[src/rtl/led_pwm_driver_pkg.sv]
// Shared constants, types and the gamma mapping for the LED PWM driver.
// The gamma helper is only called when LED_PWM_GAMMA_EN is defined.
package led_pwm_pkg;

  localparam int NUM_LEDS = 8;
  localparam int DUTY_W   = 8;
  localparam int CHAN_W   = 3;
  localparam int PHASE_W  = 8;

  typedef logic [DUTY_W-1:0]  duty_t;
  typedef logic [CHAN_W-1:0]  chan_t;
  typedef logic [PHASE_W-1:0] phase_t;

  // Square law: upper byte of the 16-bit product d*d.
  function automatic duty_t gamma_map(input duty_t d);
    logic [2*DUTY_W-1:0] prod;
    prod = {8'h00, d} * {8'h00, d};
    return prod[2*DUTY_W-1:DUTY_W];
  endfunction

endpackage

[src/rtl/led_pwm_driver_if.sv]
// Duty-write handshake bundle for led_pwm_driver: valid/ready plus channel and duty.
interface led_pwm_driver_if;
  import led_pwm_pkg::*;

  logic  in_valid;
  logic  in_ready;
  chan_t in_chan;
  duty_t in_duty;

  modport master (output in_valid, output in_chan, output in_duty, input in_ready);
  modport slave  (input in_valid, input in_chan, input in_duty, output in_ready);

endinterface

[src/rtl/led_pwm_driver_timebase.sv]
// PWM timebase: prescaler producing a step every PRESCALE_DIV cycles and an
// 8-bit phase counter; boundary flags the step taken while phase is 255.
module pwm_timebase
  import led_pwm_pkg::*;
#(
  parameter int PRESCALE_DIV = 4
) (
  input  logic   clk,
  input  logic   rst,
  output logic   step,
  output phase_t phase,
  output logic   boundary
);

  localparam logic [15:0] TERM = 16'(PRESCALE_DIV - 1);

  logic [15:0] presc_r;
  phase_t      phase_r;

  assign step     = (presc_r == TERM);
  assign phase    = phase_r;
  assign boundary = step & (phase_r == 8'hFF);

  // Prescaler and phase counter; phase wraps 255 -> 0 naturally.
  always_ff @(posedge clk) begin
    if (rst) begin
      presc_r <= 16'h0000;
      phase_r <= 8'h00;
    end else begin
      if (step) begin
        presc_r <= 16'h0000;
        phase_r <= phase_r + 8'h01;
      end else begin
        presc_r <= presc_r + 16'h0001;
      end
    end
  end

endmodule

[src/rtl/led_pwm_driver.sv]
// Eight-channel LED PWM driver: shadow duty writes, period-synchronous load into
// active duties, registered compare outputs. Optional macro: LED_PWM_GAMMA_EN.
module led_pwm_driver
  import led_pwm_pkg::*;
#(
  parameter int PRESCALE_DIV = 4
) (
  input  logic                clk,
  input  logic                rst,
  led_pwm_driver_if.slave     bus,
  output logic [NUM_LEDS-1:0] led,
  output logic                period_start
);

  logic                step_s;
  logic                boundary_s;
  logic                write_s;
  phase_t              phase_s;
  duty_t               shadow_r [NUM_LEDS];
  duty_t               active_r [NUM_LEDS];
  duty_t               load_s   [NUM_LEDS];
  logic [NUM_LEDS-1:0] cmp_s;
  logic [NUM_LEDS-1:0] led_r;
  logic                step_d_r;
  logic                period_start_r;

  pwm_timebase #(.PRESCALE_DIV(PRESCALE_DIV)) u_timebase (
    .clk      (clk),
    .rst      (rst),
    .step     (step_s),
    .phase    (phase_s),
    .boundary (boundary_s)
  );

  // Writes are refused on the boundary so the shadow bank is stable while it loads.
  assign bus.in_ready = ~rst & ~boundary_s;
  assign write_s      = bus.in_valid & bus.in_ready;
  assign led          = led_r;
  assign period_start = period_start_r;

  // Value each active duty register takes at the period boundary.
  always_comb begin
    for (int i = 0; i < NUM_LEDS; i++) begin
`ifdef LED_PWM_GAMMA_EN
      load_s[i] = gamma_map(shadow_r[i]);
`else
      load_s[i] = shadow_r[i];
`endif
    end
  end

  // Per-channel comparison of the phase against the active duty.
  always_comb begin
    cmp_s = '0;
    for (int i = 0; i < NUM_LEDS; i++) begin
      cmp_s[i] = (phase_s < active_r[i]);
    end
  end

  // Shadow bank: last accepted write per channel wins.
  always_ff @(posedge clk) begin
    if (rst) begin
      for (int i = 0; i < NUM_LEDS; i++) shadow_r[i] <= '0;
    end else if (write_s) begin
      shadow_r[bus.in_chan] <= bus.in_duty;
    end
  end

  // Active bank: all channels reload together on the boundary step.
  always_ff @(posedge clk) begin
    if (rst) begin
      for (int i = 0; i < NUM_LEDS; i++) active_r[i] <= '0;
    end else if (boundary_s) begin
      for (int i = 0; i < NUM_LEDS; i++) active_r[i] <= load_s[i];
    end
  end

  // Output registers; the compare can only change the cycle after a step.
  always_ff @(posedge clk) begin
    if (rst) begin
      step_d_r       <= 1'b0;
      period_start_r <= 1'b0;
      led_r          <= '0;
    end else begin
      step_d_r       <= step_s;
      period_start_r <= boundary_s;
      if (step_d_r) led_r <= cmp_s;
    end
  end

endmodule

[src/flat_wrapper.sv]
// flat-port wrapper written by rule: the top's interface ports become plain ports
module led_pwm_driver_flat import led_pwm_pkg::*;
#(
  parameter int PRESCALE_DIV = 4
)
  (clk, rst, led, period_start, bus_in_valid, bus_in_chan, bus_in_duty, bus_in_ready);
  led_pwm_driver_if bus_i ();
  input  logic clk;
  input  logic rst;
  output logic [NUM_LEDS-1:0] led;
  output logic period_start;
  input wire logic [$bits(bus_i.in_valid)-1:0] bus_in_valid;
  input wire logic [$bits(bus_i.in_chan)-1:0] bus_in_chan;
  input wire logic [$bits(bus_i.in_duty)-1:0] bus_in_duty;
  output wire logic [$bits(bus_i.in_ready)-1:0] bus_in_ready;
  assign bus_i.in_valid = bus_in_valid;
  assign bus_i.in_chan = bus_in_chan;
  assign bus_i.in_duty = bus_in_duty;
  assign bus_in_ready = bus_i.in_ready;
  led_pwm_driver #(.PRESCALE_DIV(PRESCALE_DIV)) u_core (.clk(clk), .rst(rst), .bus(bus_i), .led(led), .period_start(period_start));
endmodule
[config.mk]
export PLATFORM = sky130hd
export DESIGN_NAME = led_pwm_driver_flat
export DESIGN_NICKNAME = d
export VERILOG_FILES = /design/src/rtl/led_pwm_driver_pkg.sv /design/src/rtl/led_pwm_driver_if.sv /design/src/rtl/led_pwm_driver_timebase.sv /design/src/rtl/led_pwm_driver.sv /design/src/flat_wrapper.sv
export SDC_FILE = /design/constraint.sdc
export NUM_CORES = 1
export LEC_CHECK = 0
export ABC_AREA = 1
export CAP_MARGIN = 30
export CORE_MARGIN = 1
export CORE_UTILIZATION = 50
export CTS_CLUSTER_DIAMETER = 80
export DETAILED_ROUTE_END_ITERATION = 10
export PLACE_DENSITY = 0.67
export SLEW_MARGIN = 20
export SYNTH_ARGS = -nofsm -noshare
export SYNTH_HDL_FRONTEND = slang
export SYNTH_SLANG_ARGS = --single-unit
[constraint.sdc]
create_clock -name clk -period 6.7 [get_ports clk]
set_clock_uncertainty 0.05 [all_clocks]
set_input_delay 1.34 -clock clk [delete_from_list [all_inputs] [get_ports clk]]
set_output_delay 1.34 -clock clk [all_outputs]
set_load 0.01 [all_outputs]
* Word level (Yosys, flattened, before mapping)
Memories as Yosys holds them, arrays and structs flattened.
Index checks and enable logic that the tools add are counted.
** Storage, ports and cells
- Register bits after elaboration :: 34
- Memory bits (writable) :: 128
- Bits of input ports :: 14
- Output and inout port bits :: 10
- Word-level logic and storage cells :: 53
- Memories :: 2
** Memory list
- u_core.active_r :: words 8, bits a word 8, read ports 8, clocked after Yosys merged registers in 0, wr ports 8, RTL line led_pwm_driver.sv:20 : duty_t active_r [NUM_LEDS];
- u_core.shadow_r :: words 8, bits a word 8, read ports 8, clocked after Yosys merged registers in 0, wr ports 8, RTL line led_pwm_driver.sv:19 : duty_t shadow_r [NUM_LEDS];
** Operators by class
- Add/subtract/negate cells :: 2
- $lt $le $gt $ge :: 8
- Eq/ne operators :: 2
- Muxes and demuxes :: 19
- Bitwise logic cells :: 13
- Reductions and logical operators :: 2
** Operator list (count)
- $mux 8 :: 9
- $lt 8x8->1 :: 8
- $add 16x1->16 const B :: 1
- $eq 16x2->1 const B :: 1
- $mux 1 :: 9
- $add 8x1->8 const B :: 1
- $eq 8x8->1 const B :: 1
- $or 1x1->1 :: 8
- $reduce_or 8->1 :: 1
- $and 1x1->1 :: 3
- $mux 3 :: 1
- $not 1->1 :: 2
- $reduce_or 2->1 :: 1

* Longest topological paths before layout
- Depth after elaboration :: 10
- Mapped depth :: 9
- Gate-level depth less buffers :: 9

* By module
A second synthesis with hierarchy kept.
** Unflattened totals
- Cell total of the unflattened synthesis :: 865
- Area, all modules :: 8027.7 um^2
** By module, submodules not included
- led_pwm_driver :: instances 1, cells each 655, area an instance 6663.9 um^2, seq. area each 4043.9 um^2
- pwm_timebase :: instances 1, cells each 210, area an instance 1363.8 um^2, seq. area each 480.5 um^2

* Worst setup path before layout
No wires, ideal clock.
- Kind :: in2out
- From :: in rst
- To :: out bus_in_ready
- Arrival :: 3417 ps
- Required time :: 5310 ps
- Slack :: 1893 ps
- Cell stages on the path :: 5
- Path buffers :: 2
- Cell sequence :: inv_1 -> buf_2 -> buf_2 -> nand2_1 -> inv_1
** On the way
- Longest elaborated chain between the ends :: 2
** Ends and longest elaborated chain
- start: declaration :: RTL line flat_wrapper.sv:9 : input logic rst;
- $not 1->1 :: RTL line led_pwm_driver.sv:36 : assign bus.in_ready = ~rst & ~boundary_s;
- $and 1x1->1 :: RTL line led_pwm_driver.sv:36
- end: declaration :: RTL line flat_wrapper.sv:15 : output wire logic [$bits(bus_i.in_ready)-1:0] bus_in_ready;
Every way passes these cells.

* Final worst setup path
Same ends and word-level chain as after synthesis.

==> run_results.csv <==
group,metric,value,unit
outcome,outcome,"finished, final reports clean",
floorplan,rows,45,
cts,clkTransAtPathRegs,0.06,ns
cts,clock-sinks,162,
sta,slew_viol_final,0,
layout,antenna_cells,0,
route,wirelength,15.5,mm
logic_synthesis,yosys_warnings,0,
route,remaining_drc_errors,0,
worst_setup_path,worstPathMaxFanout,32,
floorplan,die_height,128,µm
placement,port_buffers,23,
logic_synthesis,syn_inst,857,
sta,tns,0,ns
placement,dp_cells,1082,
logic_synthesis,ys_types,25,
cts,hold_buffers,0,
route,drt_iter0_drc,272,
logic_synthesis,ys_seq_elements,162,
job,max_cap_viol_count,0,
hold_path,hp-class,"reg -> reg",
power_and_ir_drop,irDropWorstVdd,171,µV
floorplan,io_pins,24,
logic_synthesis,synth_nets,929,
global_routing,grt_max_degree,65,
global_routing,antenna_found_initial,0,
logic_synthesis,seq_area_frac_synth,56.6,%
route,drtAntennaViolNets,0,
logic_synthesis,avgSynthCellArea,9.33,µm²
logic_synthesis,syn_area,0.00799,mm²
power_and_ir_drop,power.leakage,4.02,nW
cts,cts_max_path_buffers,2,
worst_setup_path,cp_top_family,"buffers and inverters",
layout,area_growth,13.2,%
sta,finalCritPeriodShare,63.8,%
worst_setup_path,cp_slowest_stage_delay,0.48,ns
global_routing,grt_pass1_wl,25.9,mm
cts,cts_tree,"yes",
cts,clk_latency,0.43,ns
worst_setup_path,criticalPathCategory,"in -> out",
global_routing,grt-ovfl-total,0,
route,vias_per_cell,4.77,
cts,cts_inserted_buffers,17,
layout,final_nets,962,
worst_setup_path,cp_data_required_time,5.31,ns
cts,cts_setup_buffers,0,
floorplan,start_util,51.8,%
worst_setup_path,critical_path_arrival,2.88,ns
layout,final_cells,1114,
cts,cts_resized,0,
logic_synthesis,synth_top_area_cell,"edfxtp_1",
global_routing,grt_pass1_vias,5078,
floorplan,core-area,0.0154,mm²
floorplan,fp.dieW,128,µm
sta,maxSlewHeadroom,45.6,%
placement,place.gp.congestion,0.827,
cts,h-tree-depth,4,
sta,fmax,234,MHz
sta,hold_viol_final,0,
sta,setup_viol,0,
sta,rsz0062_at_grt,"no",
worst_setup_path,path_buf_inv,5,
layout,drive_gt1_share,6.98,%
worst_setup_path,cp_cell_sequence,"clkdlybuf4s50_1 -> buf_4 -> inv_1 -> nand2_2 -> inv_1 -> clkdlybuf4s50_1",
logic_synthesis,synth_area_leaders,"edfxtp_1 (48%), ha_1 (9.1%), dfxtp_1 (8.5%)",
route,wl_per_cell,13.9,µm
cts,clk_root_buffer_cell,"clkbuf_16",
worst_setup_path,end_kind,"output pin",
logic_synthesis,synth_top_area_share,48.1,%
worst_setup_path,cp-start-kind,"input port",
placement,dpl.hpwl,10.3,mm
global_routing,grt_util_all_layers,21.0,%
route,firstDrtPassIters,5,
sta,worst_slew_pin_slew,0.816,ns
worst_setup_path,crit_slowest_cell,"clkdlybuf4s50_1",
route,vias,5313,
sta,post-route-min-period,4.27,ns
floorplan,die-area,0.0165,mm²
power_and_ir_drop,p_per_area,246,mW/mm²
==> synth_stat cells <==
master / count
inv_1: 176
clkbuf_1: 7
nand4_2: 9
nand2_2: 3
o21ai_0: 6
inv_2: 2
ha_1: 58
buf_6: 1
buf_1: 1
nand4_1: 11
a21oi_1: 40
xor2_1: 5
buf_12: 1
edfxtp_1: 128
dfxtp_1: 34
nand3_1: 9
buf_2: 3
nor2_2: 2
nand2_1: 156
clkinv_1: 1
nor2_4: 10
nor2_1: 178
nor3_1: 14
xnor2_1: 1
nand3_4: 1
==> worst paths after layout <==
path                                      from                      endpoint  slack, ns  cells after the start
hold reg to reg   u_core.u_timebase.presc_r[0]  u_core.u_timebase.presc_r[0]       0.40                      1
setup reg to reg    u_core.u_timebase.phase[1]        u_core.active_r[0][42]       3.82                      8
hold / removal    u_core.u_timebase.presc_r[0]  u_core.u_timebase.presc_r[0]       0.40                      1
setup / recovery                           rst                  bus_in_ready       2.43                      6
==> sequential cells by signal, summed over array words and instances, names as in the netlist <==
name,cells
u_core.u_timebase.phase,8
u_core.step_d_r,1
u_core.active_r,64
u_core.u_timebase.presc_r,16
u_core.led,8
u_core.shadow_r,64
u_core.period_start,1
==> area by class of cell <==
class                   count  area [µm²]
repair buffers             27         260
flip-flops and latches    162        4520
fillers                  1337        6380
inverters                 179         672
multi-input cells         503        2720
well taps                 211         264
clock inverters             9        93.8
clock buffers              23         509
==> layout by cell type (no fill, tap or decap), types with 5 or more instances in the layout <==
master           count
xor2_1               5
o21ai_0              6
clkinv_4             5
nor3_1              14
nor2_1             178
edfxtp_1           128
nand4_2              9
inv_1              176
nor2_4              10
clkdlybuf4s50_1     23
nand3_1              9
a21oi_1             40
dfxtp_1             34
clkbuf_16           18
nand4_1             11
ha_1                58
nand2_1            155
==> cells by family after synthesis <==
group           Yosys count  synth area share, %
xor+xnor                  6                0.657
buf+inv                 192                 9.36
fa+ha+maj                58                 9.08
simple gates            393                 21.4
flops                   162                 56.6
compound gates           46                 2.88
==> where the power goes <==
group	internal [W]	leakage [nW]	switching [W]	total [W]
Clock	0.000576	0.296	0.000388	0.000964
Combinational	0.0000400	2.10	0.0000934	0.000133
Sequential	0.00112	1.63	0.0000131	0.00113
==> per-layer routing <==
| layer | up-vias | part of all wire (%) | track usage (%) | wire length (µm) |
|---|---|---|---|---|
| li1 | 2772 | - | - | - |
| met1 | 2427 | 48 | 29.5 | 7500 |
| met2 | 101 | 46 | 32.7 | 7190 |
| met3 | 13 | 4.0 | 3.66 | 619 |
| met4 | 0 | 1.2 | 7.61 | 183 |
| met5 | - | 0 | 0 | 0 |
==> through the flow <==
| step | instance area [µm²] | total power, W | utilization (%) | hold slack, ns | setup slack [ns] |
|---|---|---|---|---|---|
| floorplan | 7990 | 0.00124 | - | 0.368 | 1.89 |
| global placement | 8440 | 0.00128 | 54.7 | 0.385 | 2.44 |
| detailed placement | 8440 | 0.00129 | 54.7 | 0.396 | 2.42 |
| CTS | 9050 | 0.00224 | 58.6 | 0.407 | 2.40 |
| global route | 9050 | 0.00231 | 58.6 | 0.436 | 2.33 |
| finish | 9050 | 0.00223 | 58.6 | 0.398 | 2.43 |
No activity file was read; power rests on OpenSTA's default activity.
